## src/rtl/mmio_port_responder.sv

```systemverilog
// mmio_port_responder
//   Memory-mapped I/O responder on the data-memory bus. It decodes a 16-byte
//   window at BASE_ADDR. It owns the PortOut register and synchronizes PortIn.
//   Input-change events are latched in a sticky status register and counted
//   by a saturating counter. Reads are combinational. Writes commit on the
//   rising clock edge.
//
//   Register map (byte offset, word access only):
//     0x0 PORT_OUT  RW
//     0x4 PORT_IN   RO     {zero-fill, synchronized PortIn}
//     0x8 STATUS    R/W1C  bit0 CHG, bit1 OVF
//     0xC EVT_CNT   RO     any store clears it
//
// Ports
//   clk        rising-edge clock
//   reset      asynchronous active-low reset
//   Address    byte address (bits [1:0] ignored)
//   WriteData  store data
//   MemRead    load strobe
//   MemWrite   store strobe
//   PortIn     asynchronous external input pins
//   ReadData   load data, 0 unless Hit && MemRead
//   Hit        Address falls inside the window
//   PortOut    registered output port
//   ChangeIrq  copy of STATUS.CHG
module mmio_port_responder #(
  parameter logic [31:0] BASE_ADDR = 32'hFFFF_0000,
  parameter int unsigned IN_WIDTH  = 8,
  parameter int unsigned CNT_WIDTH = 16
) (
  input  logic                clk,
  input  logic                reset,
  input  logic [31:0]         Address,
  input  logic [31:0]         WriteData,
  input  logic                MemRead,
  input  logic                MemWrite,
  input  logic [IN_WIDTH-1:0] PortIn,
  output logic [31:0]         ReadData,
  output logic                Hit,
  output logic [31:0]         PortOut,
  output logic                ChangeIrq
);

  localparam logic [1:0] REG_PORT_OUT = 2'd0;
  localparam logic [1:0] REG_PORT_IN  = 2'd1;
  localparam logic [1:0] REG_STATUS   = 2'd2;
  localparam logic [1:0] REG_EVT_CNT  = 2'd3;

  // Saturating increment: holds at all-ones instead of wrapping.
  function automatic logic [CNT_WIDTH-1:0] satInc(input logic [CNT_WIDTH-1:0] v);
    if (v == {CNT_WIDTH{1'b1}}) begin
      return v;
    end
    return v + CNT_WIDTH'(1);
  endfunction

  logic [IN_WIDTH-1:0]  inSync_p1;
  logic [IN_WIDTH-1:0]  inSync_p2;
  logic [IN_WIDTH-1:0]  inPrev_p3;
  logic                 chgFlag;
  logic                 ovfFlag;
  logic [CNT_WIDTH-1:0] evtCnt;

  logic [1:0]           regSel;
  logic                 wrEn;
  logic                 wrPortOut;
  logic                 wrStatus;
  logic                 wrEvtCnt;
  logic                 chgEvt;
  logic                 chgClr;
  logic                 ovfClr;
  logic                 ovfSet;
  logic                 chgNext;
  logic                 ovfNext;
  logic [CNT_WIDTH-1:0] cntNext;

  // Byte lanes are not decoded; only whole-word accesses are supported.
  logic                 unusedAddrLo;
  assign unusedAddrLo = ^Address[1:0];

  assign Hit       = (Address[31:4] == BASE_ADDR[31:4]);
  assign regSel    = Address[3:2];
  assign wrEn      = Hit && MemWrite;
  assign wrPortOut = wrEn && (regSel == REG_PORT_OUT);
  assign wrStatus  = wrEn && (regSel == REG_STATUS);
  assign wrEvtCnt  = wrEn && (regSel == REG_EVT_CNT);

  // At most one event per cycle, however many bits flipped.
  assign chgEvt = (inSync_p2 != inPrev_p3);
  assign chgClr = wrStatus && WriteData[0];
  assign ovfClr = wrStatus && WriteData[1];
  // A change landing on a CHG that is being cleared is not an overflow:
  // software has just consumed the previous event.
  assign ovfSet = chgEvt && chgFlag && !chgClr;

  // Hardware set wins over a same-cycle software clear for both flags.
  always_comb begin
    chgNext = chgFlag;
    if (chgEvt) begin
      chgNext = 1'b1;
    end else if (chgClr) begin
      chgNext = 1'b0;
    end

    ovfNext = ovfFlag;
    if (ovfSet) begin
      ovfNext = 1'b1;
    end else if (ovfClr) begin
      ovfNext = 1'b0;
    end

    // A clear that coincides with an event leaves that event counted.
    cntNext = evtCnt;
    if (wrEvtCnt) begin
      cntNext = chgEvt ? CNT_WIDTH'(1) : '0;
    end else if (chgEvt) begin
      cntNext = satInc(evtCnt);
    end
  end

  always_comb begin
    ReadData = 32'h0;
    if (Hit && MemRead) begin
      case (regSel)
        REG_PORT_OUT: ReadData = PortOut;
        REG_PORT_IN:  ReadData = 32'(inSync_p2);
        REG_STATUS:   ReadData = {30'h0, ovfFlag, chgFlag};
        REG_EVT_CNT:  ReadData = 32'(evtCnt);
        default:      ReadData = 32'h0;
      endcase
    end
  end

  assign ChangeIrq = chgFlag;

  always_ff @(posedge clk or negedge reset) begin
    if (!reset) begin
      inSync_p1 <= '0;
      inSync_p2 <= '0;
      inPrev_p3 <= '0;
      PortOut   <= 32'h0;
      chgFlag   <= 1'b0;
      ovfFlag   <= 1'b0;
      evtCnt    <= '0;
    end else begin
      // Stage 1/2: two-flop synchronizer on the asynchronous pins
      inSync_p1 <= PortIn;
      inSync_p2 <= inSync_p1;
      // Stage 3: previous synchronized sample for edge detection
      inPrev_p3 <= inSync_p2;
      if (wrPortOut) begin
        PortOut <= WriteData;
      end
      chgFlag <= chgNext;
      ovfFlag <= ovfNext;
      evtCnt  <= cntNext;
    end
  end

endmodule

```

## config.mk

```make
export PLATFORM = sky130hd
export DESIGN_NAME = mmio_port_responder
export DESIGN_NICKNAME = d
export VERILOG_FILES = /design/src/rtl/mmio_port_responder.sv
export SDC_FILE = /design/constraint.sdc
export NUM_CORES = 1
export LEC_CHECK = 0
export ABC_AREA = 1
export BUFFER_PORTS_ARGS = -buffer_cell sky130_fd_sc_hd__clkbuf_2
export CORE_ASPECT_RATIO = 0.6
export CORE_MARGIN = 5
export CORE_UTILIZATION = 50
export DETAILED_ROUTE_END_ITERATION = 10
export HOLD_SLACK_MARGIN = 0.05
export PLACE_DENSITY = 0.91
export SLEW_MARGIN = 20
export SYNTH_ARGS = -nofsm -noshare
export SYNTH_HDL_FRONTEND = slang
export SYNTH_SLANG_ARGS = --single-unit
```

## constraint.sdc

```tcl
create_clock -name clk -period 1.77 [get_ports clk]
set_input_delay 0.354 -clock clk [delete_from_list [all_inputs] [get_ports clk]]
set_output_delay 0.354 -clock clk [all_outputs]
set_load 0.01 [all_outputs]
```

# After elaboration in Yosys (flattened, before gate mapping)
# Index checks and enable logic that the tools add are counted.
# Widths: inputs -> output; s select.
[word_totals]
register_bits = 74
in_bits = 76
output_inout_bits = 66
elab_cells = 43
[classes]
addsub = 1
n_eq_ne = 7
mux = 13
n_reduce_logical = 15
[ops]
columns = ["op", "count"]
rows = [
  ["$pmux 32 s4", 1],
  ["$mux 16", 3],
  ["$mux 32", 1],
  ["$eq 28x28->1 const B", 1],
  ["$add 16x1->16 const B", 1],
  ["$eq 16x16->1 const B", 1],
  ["$logic_and 1x1->1", 9],
  ["$mux 1", 8],
  ["$ne 8x8->1", 1],
  ["$reduce_bool 2->1", 3],
  ["$eq 2x2->1 const B", 2],
  ["$ne 3x3->1 const B", 1],
  ["$eq 2x1->1 const B", 1],
  ["$logic_not 2->1", 1],
  ["$reduce_and 2->1", 1],
  ["$logic_not 1->1", 1],
]

# Depth between registers and ports, before layout
# Gate-level depths: netlist of run 1.
[depth]
depth_word = 7
depth_mapped = 12
depth_no_buf = 11

# Worst setup path after synthesis of run 1
# Ideal clock, no wire load.
[synth_path]
path_kind = "input -> output"
start = "input Address[11]"
end = "output ReadData[17]"
arrival_ps = 1444
required_ps = 1416
path_slack_ps = -28
stages = 8
path_buffers = 1
cell_sequence = "nor2_1 > nand2_1 > nor2_1 > nand2_2 > nor2_8 > nand2_1 > clkbuf_1 > nor3_1"
[synth_between]
elab_chain_cells = 3
[synth_rtl]
columns = ["element", "line", "rtl"]
rows = [
  ["from (decl)", "33", "input logic [31:0] Address,"],
  ["$eq 28x28->1", "81", "assign Hit = (Address[31:4] == BASE_ADDR[31:4]);"],
  ["via Hit", "39", "output logic Hit,"],
  ["$logic_and 1x1->1", "123", "if (Hit && MemRead) begin"],
  ["$mux 32", "123", ""],
  ["to (decl)", "38", "output logic [31:0] ReadData,"],
]
# The timed path passes the listed nets, and every way through them passes these cells.

# Worst setup path after layout of run 1
[layout_path]
start = "input Address[25]"
end = "output ReadData[30]"
[layout_between]
elab_chain_cells = 3
[layout_rtl]
columns = ["element", "line"]
rows = [
  ["$eq 28x28->1", "81"],
  ["$logic_and 1x1->1", "123"],
  ["$mux 32", "123"],
]
# No other way between the ends.

==> results of run 1 <==
==> worst reg2reg max path, delay by kind of cell (launching register included) <==
kind | cells | cell delay, ns
adder cells (fa/ha/maj) | 1 | 0.24
buffers and inverters | 1 | 0.16
flip-flops | 1 | 0.42
AND/OR/NAND/NOR | 8 | 0.80
==> power by group through the flow <==
stage                     Sequential [W]  Combinational [W]  Clock (W)
after floorplan                  0.00194           0.000380          0
after global placement           0.00197           0.000567          0
after detailed placement         0.00199           0.000602          0
after CTS                        0.00196           0.000627    0.00180
after global routing             0.00198           0.000768    0.00187
final                            0.00196           0.000684    0.00179
==> final cells by class <==
type	count	area [um2]
multi-input combinational	342	1940
fill	492	1900
clock inverter	6	57.6
timing repair buffer	165	1050
clock buffer	10	229
sequential	74	1850
inverter	43	164
tap	104	130
==> path summary, 6_finish.rpt <==
check,cells past startpoint,endpoint,start,slack [ns]
worst max-delay path,9,ReadData[30],Address[25],-0.34
worst min-delay path,1,inSync_p1[5],PortIn[5],0.12
worst max register to register,10,evtCnt[13],evtCnt[1],0.07
worst min register to register,0,inSync_p2[1],inSync_p1[1],0.34
max in group asynchronous,3,PortOut[27],reset,0.71
min in group asynchronous,2,inPrev_p3[1],reset,0.49
==> synthesized netlist by cell type <==
cell type / instances
xor2_1: 11
a21oi_1: 8
nand4_1: 4
inv_2: 1
o21bai_1: 1
nor3_1: 16
a221oi_1: 2
o21ai_0: 29
dfrtp_1: 74
inv_1: 41
a31oi_1: 6
ha_1: 1
buf_2: 2
buf_8: 1
nand3_1: 30
nand2_2: 19
nor2_2: 1
clkinv_1: 1
o21ai_1: 4
nand2_4: 2
clkbuf_1: 11
buf_4: 1
nor2_4: 3
buf_12: 1
nor2_8: 1
nor2_1: 36
buf_6: 2
nand3b_1: 10
xnor2_1: 6
nand2_1: 150
buf_1: 1
nand3_2: 2
==> metrics by stage <==
stage,hold WS [ns],area (um2),power [W],setup TNS (ns)
3_3_place_gp,0.297,4730,0.00254,-2.78
6_report,0.120,5430,0.00443,-6.97
3_5_place_dp,0.304,4730,0.00259,-3.02
4_1_cts,0.112,5160,0.00438,-1.52
5_1_grt,0.111,5430,0.00462,-9.92
2_1_floorplan,0.0584,3810,0.00232,-0.388
==> per-layer routing <==
| layer | wire length [um] | vias to the layer above | track usage, % | part of all wire [%] |
|---|---|---|---|---|
| met5 | 0 | - | 0 | 0 |
| met4 | 426 | 0 | 9.61 | 3.3 |
| met3 | 1360 | 46 | 8.65 | 11 |
| met2 | 6320 | 253 | 41.2 | 49 |
| met1 | 4880 | 1947 | 32.3 | 38 |
| li1 | - | 1829 | - | - |
==> registers in the layout (all words and copies together) (netlist names) <==
| name | cells |
|---|---|
| ovfFlag | 1 |
| PortOut | 32 |
| inPrev_p3 | 8 |
| evtCnt | 16 |
| inSync_p2 | 8 |
| ChangeIrq | 1 |
| inSync_p1 | 8 |
==> cells by family (layout without fill, tap and decap cells) <==
family                     Yosys count  after routing
and+or+nand+nor                    274            274
adders and majority gates            1              1
xor gates and xnor gates            17             17
buffers and inverters               62            224
DFF                                 74             74
AOI/OAI and AO/OA                   50             50
==> repair_timing <==
action / in CTS / in global routing
endpoints found under the setup margin: 32 / 48
gates resized for setup: 22 / 75
pin swaps: 1 / 3
hold endpoints to repair: 29 / 0
setup buffers: 1 / 1
gates cloned: 1 / 2
hold buffers: 1 / 0
==> qor.csv, run 1 <==
metric,value,unit
synth_mux_area_share,0,%
violations,setup timing,
hpwl,8560,um
synth_compound_area_share,7.02,%
synth_area_leaders,"dfrtp_1 49%, nand2_1 15%, inv_1 4.0%, nand3_1 3.9%, o21ai_0 3.8%",
h-tree-depth,3,
hp-class,in2reg,
die_w,123,um
maxCapViolations,0,
final_nets,712,
synth_xor_area_share,3.91,%
grt_max_degree,46,
min_period_over_period,119,%
start_util,52.0,%
cts_root_buffer,clkbuf_16,
finalHoldViolations,0,
final_util,74.0,%
final_cell_mix,"148 x nand2_1, 106 x clkbuf_2, 74 x dfrtp_1",
cts_sinks,74,
antenna_found_initial,0,
area_growth,42.3,%
cts_tree,built,
grt_pass1_vias,3917,
synth_warnings,0,
yosys.area.top_type,dfrtp_1,
slew_viol_final,0,
finalCriticalPeriod,2.11,ns
drt-pass1-iter-count,5,
post-place-ws,-0.153,ns
fp.dieH,77.6,um
clock_skew,0.00764,ns
ir_worst_vdd,0.000532,V
placedCellCount,722,
power_per_cell_area,817,nW/um2
slowest_stage,nor2_1,
gr-total-overflow,0,
setup_ws,-0.336,ns
drc,0,
synthSimpleGateAreaFrac,32.8,%
p_comb_share,15.4,%
clock_latency,0.34,ns
setup_viol,33,
fp-row-count,24,
ys_types,32,
cp_cell_sequence,clkbuf_2 > nand2_1 > nor2_1 > nand3_2 > nor2_8 > nand2_8 > buf_12 > nor3_1 > buf_2,
stdcell_count,744,
cts_buffer_depth,2,
synth_top_family_by_area,simple AND/OR/NAND/NOR gates,
ys_ff_latch,74,
cts_buffers,9,
syn_avg_cell_area,7.98,um2
die_area,9530,um2
grt_use_total,25.7,%
max-slew-margin-rel,74.4,%
slowest_delay,0.22,ns
p_leak,2.80,nW
rsz0062_at_grt,true,
syn_area,3810,um2
antenna_cells,0,
status,finished with violations,
portBuffers,139,
worstSetupEndpointType,output pin,
swShare,27.9,%
final_common_cell,nand2_1,
wl_per_cell,17.5,um
yosysTopAreaCellShare,48.6,%
syn-num-nets,555,
wirelength,13000,um
required,1.42,ns
critical_path_class,in2out,
vias_per_cell,5.48,
antenna_left,0,
core,7330,um2
syn_inst,478,
worst_pin_slew,0.384,ns
synthAdderAreaFrac,0.328,%
clkPwrFrac,40.3,%
worstPathArrival,1.75,ns
power.switching,0.00124,W
crit_family,simple AND/OR/NAND/NOR gates,
ys_seq_area_share,48.6,%
cp-start-kind,input port,
fmax,475,MHz
layout-drive-gt1-share,38.3,%
drtIter0Drc,373,
critPathMaxFanout,12,
grt_first_pass_wirelength,19200,um
clkTransAtPathRegs,0.05,ns
place_congestion,0.947,
num_vias,4075,
pwr-share-seq,44.3,%
p_int,0.00320,W
crit_buf_inv,3,
io_pins,142,
Power figures use the tool's default switching activity.
==> inputs of run 2 (changes only) <==
==> constraint.sdc (replaced) <==
create_clock -name clk -period 1.77 [get_ports clk]
set_input_delay 0.2655 -clock clk [delete_from_list [all_inputs] [get_ports clk]]
set_output_delay 0.2655 -clock clk [all_outputs]
set_load 0.01 [all_outputs]
==> run 2 against run 1 <==
Effect of this change: the run now ends clean; core utilization fell by 2.7 points; routed wire length shrank 7.9%; non-clock buffer count up 2; power down 0.51%; cell area is 3.6% lower; final cell count rose by 0.27%; worst hold slack improved by 0.0093 ns; first-iteration DRC count increased by 7.5%.
==> qor.csv, run 2 (synthesized netlist as in run 1, its figures left out) <==
metric,value,unit,change
cts_buffer_depth,2,,unchanged
maxCapViolations,0,,unchanged
start_util,52.0,%,unchanged
min_period_over_period,99.1,%,was 119%
fmax,570,MHz,was 475 MHz
drt-pass1-iter-count,5,,unchanged
reg.largest.list,"PortOut: 32 flops, evtCnt: 16 flops",,unchanged
worst_pin_slew,0.566,ns,was 0.384 ns
final_common_cell,nand2_1,,unchanged
regMostFlops,PortOut,,unchanged
die_w,123,um,unchanged
fillers,536,,was 492
layout-drive-gt1-share,34.4,%,was 38.3%
drc,0,,unchanged
multi_input_area,1800,um2,was 1940 um2
fp.dieH,77.6,um,unchanged
vias_per_cell,5.31,,was 5.48
setup_ws,0.0158,ns,was -0.336 ns
antenna_found_initial,0,,unchanged
fp-row-count,24,,unchanged
worstSetupEndpointType,output pin,,unchanged
grt_use_total,25.1,%,was 25.7%
place_congestion,0.952,,was 0.947
clock_skew,0.00764,ns,about the same
antenna_cells,0,,unchanged
clkTransAtPathRegs,0.06,ns,was 0.05 ns
gr-total-overflow,0,,unchanged
finalCriticalPeriod,1.75,ns,was 2.11 ns
stdcell_count,746,,was 744
final_util,71.3,%,was 74.0%
core,7330,um2,unchanged
worstPathArrival,1.49,ns,was 1.75 ns
setup_viol,0,,was 33
required,1.50,ns,was 1.42 ns
ff_latch_area,1850,um2,unchanged
critical_path_class,in2out,,unchanged
placedCellCount,719,,was 722
post-place-ws,-0.143,ns,was -0.153 ns
power,0.00441,W,was 0.00443 W
grt_first_pass_wirelength,18900,um,was 19200 um
drtIter0Drc,401,,was 373
wl_per_cell,16.0,um,was 17.5 um
cts_sinks,74,,unchanged
io_pins,142,,unchanged
portBuffers,139,,unchanged
max-slew-margin-rel,62.2,%,was 74.4%
cts_buffers,9,,unchanged
die_area,9530,um2,unchanged
finalHoldViolations,0,,unchanged
tns,0,ns,was -6.97 ns
cts_root_buffer,clkbuf_16,,unchanged
clock_latency,0.34,ns,about the same
final_cell_mix,"148 x nand2_1, 117 x clkbuf_2, 74 x dfrtp_1",,"was 148 x nand2_1, 106 x clkbuf_2, 74 x dfrtp_1"
hpwl,8430,um,was 8560 um
power_per_cell_area,844,nW/um2,was 817 nW/um2
critPathMaxFanout,11,,was 12
largest_register_ffs,32,,unchanged
wirelength,12000,um,was 13000 um
area_growth,37.1,%,was 42.3%
status,"finished, final reports clean",,was finished with violations
ir_worst_vdd,0.000459,V,was 0.000532 V
grt_pass1_vias,3787,,was 3917
h-tree-depth,3,,unchanged
slew_viol_final,0,,unchanged
rsz0062_at_grt,true,,unchanged
final_nets,714,,was 712
cts_tree,built,,unchanged
num_vias,3959,,was 4075
cp-start-kind,input port,,unchanged
p_leak,2.75,nW,was 2.80 nW
grt_max_degree,42,,was 46
antenna_left,0,,unchanged
hp-class,in2reg,,unchanged
==> run 2: changes by cell type in the layout (fill, tap and decap cells not counted), sizes merged <==
cell / delta
clkinvlp: +1
clkinv: -1
clkbuf: +10
dlygate4sd3: +8
buf: -16
==> run 2: area by class of cell <==
| cell class | instances | area share (%) |
|---|---|---|
| Clock buffer | 10 | 4.38 |
| Clock inverter | 6 | 1.29 |
| Inverter | 43 | 3.14 |
| Multi-Input combinational cell | 342 | 34.4 |
| Sequential cell | 74 | 35.4 |
| Tap cell | 104 | 2.49 |
| Timing Repair Buffer | 167 | 18.9 |
==> run 2: critical path, cell delays in order <==
cell and delay, ns:
clkbuf_2 0.12, nor2_2 0.23, inv_1 0.29, buf_4 0.26, nor3_4 0.16, buf_2 0.16
==> run 2: timing repair <==
action / 4_1_cts / 5_1_grt
buffers inserted: 0 / 2
pin swaps: 0 / 0
resized for setup: 7 / 41
endpoints found under the setup margin: 10 / 48
hold buffers: 9 / 0
hold endpoints to repair: 48 / 0
==> run 2: worst paths after layout <==
kind                         startpoint      endpoint  slack [ns]  cells after the start
min                        WriteData[9]    PortOut[9]        0.13                      3
max                          Address[3]  ReadData[28]        0.02                      6
max reg2reg                   evtCnt[0]    evtCnt[12]        0.10                     10
min in group asynchronous         reset   PortOut[30]        0.49                      2
min reg2reg                inSync_p1[5]  inSync_p2[5]        0.35                      0
max in group asynchronous         reset     evtCnt[5]        0.71                      3
==> run 2: where the power goes <==
group | internal, W | switching, W
logic | 0.000303 | 0.000356
registers | 0.00181 | 0.000153
clock network | 0.00109 | 0.000703
==> run 2: metrics by stage <==
stage          hold WS [ns]  cell area, um2
2_1_floorplan       -0.0301            3810
3_3_place_gp          0.293            4700
3_5_place_dp          0.296            4700
4_1_cts               0.122            5120
5_1_grt               0.136            5230
6_report              0.129            5230
==> run 2: metal layers <==
| metal | track usage [%] | vias up | routed length, um |
|---|---|---|---|
| met5 | 0 | - | 0 |
| met4 | 7.49 | 0 | 229 |
| met3 | 9.23 | 28 | 1250 |
| met2 | 40.4 | 222 | 5700 |
| met1 | 31.8 | 1871 | 4780 |
| li1 | - | 1838 | - |
==> inputs of run 3 (changes only) <==
==> constraint.sdc (replaced) <==
create_clock -name clk -period 2 [get_ports clk]
set_input_delay 0.3 -clock clk [delete_from_list [all_inputs] [get_ports clk]]
set_output_delay 0.3 -clock clk [all_outputs]
set_load 0.01 [all_outputs]
==> run 3 against run 2 <==
Effect of this change: via count decreased by 5.1%; combinational power decreased by 18%; clock power decreased by 8%; critical path depth increased by 4; cell area decreased by 4.4%; worst hold slack got worse by 0.067 ns; routed wire length decreased by 9.3%; critical endpoint is now ReadData[5]; register-to-register slack improved by 0.09 ns; highest routed layer unchanged; sequential power decreased by 12%; flip-flop and latch count unchanged; setup slack improved by 0.092 ns.
==> qor.csv, run 3 (synthesized netlist as in run 1, its figures left out) <==
metric,value,unit,change
cp_cell_sequence,clkbuf_2 > nor2_1 > nand2_1 > nor2_1 > nand2_2 > nor2_8 > nand2_1 > buf_4 > a31oi_1 > clkbuf_2,,was clkbuf_2 > nor2_2 > inv_1 > buf_4 > nor3_4 > buf_2
fmax,529,MHz,
hpwl,8170,um,was 8430 um
r2r_slack,0.19,ns,was 0.10 ns
final_common_cell,nand2_1,,unchanged
drt-pass1-iter-count,5,,unchanged
status,"finished, final reports clean",,unchanged
worstPathArrival,1.59,ns,was 1.49 ns
core,7330,um2,unchanged
slowest_stage,buf_4,,was inv_1
r2r-start,evtCnt[0],,unchanged
post-place-ws,0.146,ns,was -0.143 ns
clock_latency,0.34,ns,about the same
rsz0062_at_grt,false,,was true
antenna_left,0,,unchanged
cts_sinks,74,,unchanged
fp.dieH,77.6,um,unchanged
grt_first_pass_wirelength,17700,um,was 18900 um
ff_latch_area,1850,um2,unchanged
finalCriticalPeriod,1.89,ns,
reg2regPathDepth,10,,unchanged
fillers,559,,was 536
wl_per_cell,14.8,um,was 16.0 um
setup_ws,0.108,ns,was 0.0158 ns
h-tree-depth,3,,unchanged
power,0.00394,W,was 0.00441 W
critPathMaxFanout,10,,was 11
worst_pin_slew,0.522,ns,was 0.566 ns
cp-start-kind,input port,,unchanged
r2r-end,evtCnt[3],,was evtCnt[12]
regMostFlops,PortOut,,unchanged
area_growth,31.1,%,was 37.1%
antenna_found_initial,0,,unchanged
use_met2,35.3,%,was 40.4%
multi_input_area,1690,um2,was 1800 um2
crit_cells,10,,was 6
crit_family,simple AND/OR/NAND/NOR gates,,was buffers and inverters
drc,0,,unchanged
io_pins,142,,unchanged
start_util,52.0,%,unchanged
gr-total-overflow,0,,unchanged
num_vias,3759,,was 3959
ir_worst_vdd,0.000512,V,was 0.000459 V
cp-endpoint,ReadData[5],,was ReadData[28]
worstSetupEndpointType,output pin,,unchanged
finalHoldViolations,0,,unchanged
die_w,123,um,unchanged
cts_buffer_depth,2,,unchanged
use_met3,7.19,%,was 9.23%
critical_path_class,in2out,,unchanged
cts_tree,built,,unchanged
cts_buffers,9,,unchanged
antenna_cells,0,,unchanged
drtIter0Drc,264,,was 401
max-slew-margin-rel,65.1,%,was 62.2%
final_util,68.2,%,was 71.3%
final_nets,701,,was 714
required,1.70,ns,was 1.50 ns
grt.met1_usage,33.1,%,was 31.8%
grt_use_total,23.5,%,was 25.1%
place_congestion,0.951,,was 0.952
clkTransAtPathRegs,0.06,ns,about the same
hp-class,in2reg,,unchanged
largest_register_ffs,32,,unchanged
busiest_layer,met2,,unchanged
setup_viol,0,,unchanged
portBuffers,139,,unchanged
vias_per_cell,5.13,,was 5.31
cts_root_buffer,clkbuf_16,,unchanged
die_area,9530,um2,unchanged
slew_viol_final,0,,unchanged
reg.largest.list,"PortOut: 32 flops, evtCnt: 16 flops",,unchanged
min_period_over_period,94.6,%,
min-delay-start,PortIn[5],,was WriteData[9]
post_cts_buffers,0,,unchanged
final_cell_mix,"150 x nand2_1, 138 x clkbuf_2, 74 x dfrtp_1",,"was 148 x nand2_1, 117 x clkbuf_2, 74 x dfrtp_1"
maxCapViolations,0,,unchanged
clock_skew,0.00468,ns,was 0.00764 ns
critical_path.startpoint,Address[15],,was Address[3]
layout-drive-gt1-share,31.8,%,was 34.4%
p_leak,2.67,nW,was 2.75 nW
fp-row-count,24,,unchanged
slowest_delay,0.21,ns,was 0.29 ns
grt_max_degree,35,,was 42
hold-worst-slack,0.0624,ns,was 0.129 ns
power_per_cell_area,788,nW/um2,was 844 nW/um2
grt_pass1_vias,3583,,was 3787
tns,0,ns,unchanged
crit_buf_inv,3,,was 4
wirelength,10800,um,was 12000 um
[run 3: area by class of cell]
| type | instances | share of cell area (%) |
|---|---|---|
| Clock buffer | 10 | 4.78 |
| Inverter | 43 | 3.23 |
| Clock inverter | 6 | 1.45 |
| Multi-Input combinational cell | 342 | 33.9 |
| Tap cell | 104 | 2.60 |
| Timing Repair Buffer | 154 | 17.0 |
| Sequential cell | 74 | 37.1 |
[run 3: what timing repair did]
item	CTS	global route
hold endpoints to repair	32	0
endpoints found under the setup margin	0	2
hold buffers	1	0
gates resized for setup	0	2
[run 3: where the power goes]
group	total (W)	internal (W)	switching, W
Clock	0.00166	0.00101	0.000650
Combinational	0.000541	0.000238	0.000303
Sequential	0.00173	0.00160	0.000136
Total	0.00394	0.00285	0.00109
[run 3: worst reg2reg max path, cell delays in order, from the launching register on]
cell and delay (ns):
dfrtp_1 0.42, ha_1 0.23, nand2_2 0.09, nor2_4 0.13, nand2_2 0.08, nor2_4 0.15, nand3_2 0.11, nand2_4 0.13
buf_4 0.20, nand3_1 0.11, nand2_1 0.10
[run 3: per-layer routing]
metal	wire, um	vias up
met5	0	-
met2	4940	186
met1	4690	1749
met4	164	0
met3	1050	20
li1	-	1804
[run 3: how the worst min path moves through the flow]
stage | to | slack, ns | cells after the start
floorplan | ChangeIrq | 0.004 | 0
global placement | inSync_p1[3] | 0.27 | 1
detailed placement | inSync_p2[2] | 0.28 | 1
CTS | inSync_p1[4] | 0.06 | 1
global route | inSync_p1[5] | 0.06 | 1
finish | inSync_p1[5] | 0.06 | 1
[run 3: metrics by stage]
stage | area [um2] | instances
finish | 5000 | 733
global placement | 4660 | 716
detailed placement | 4660 | 716
floorplan | 3810 | 478
CTS | 4980 | 733
global route | 5000 | 733
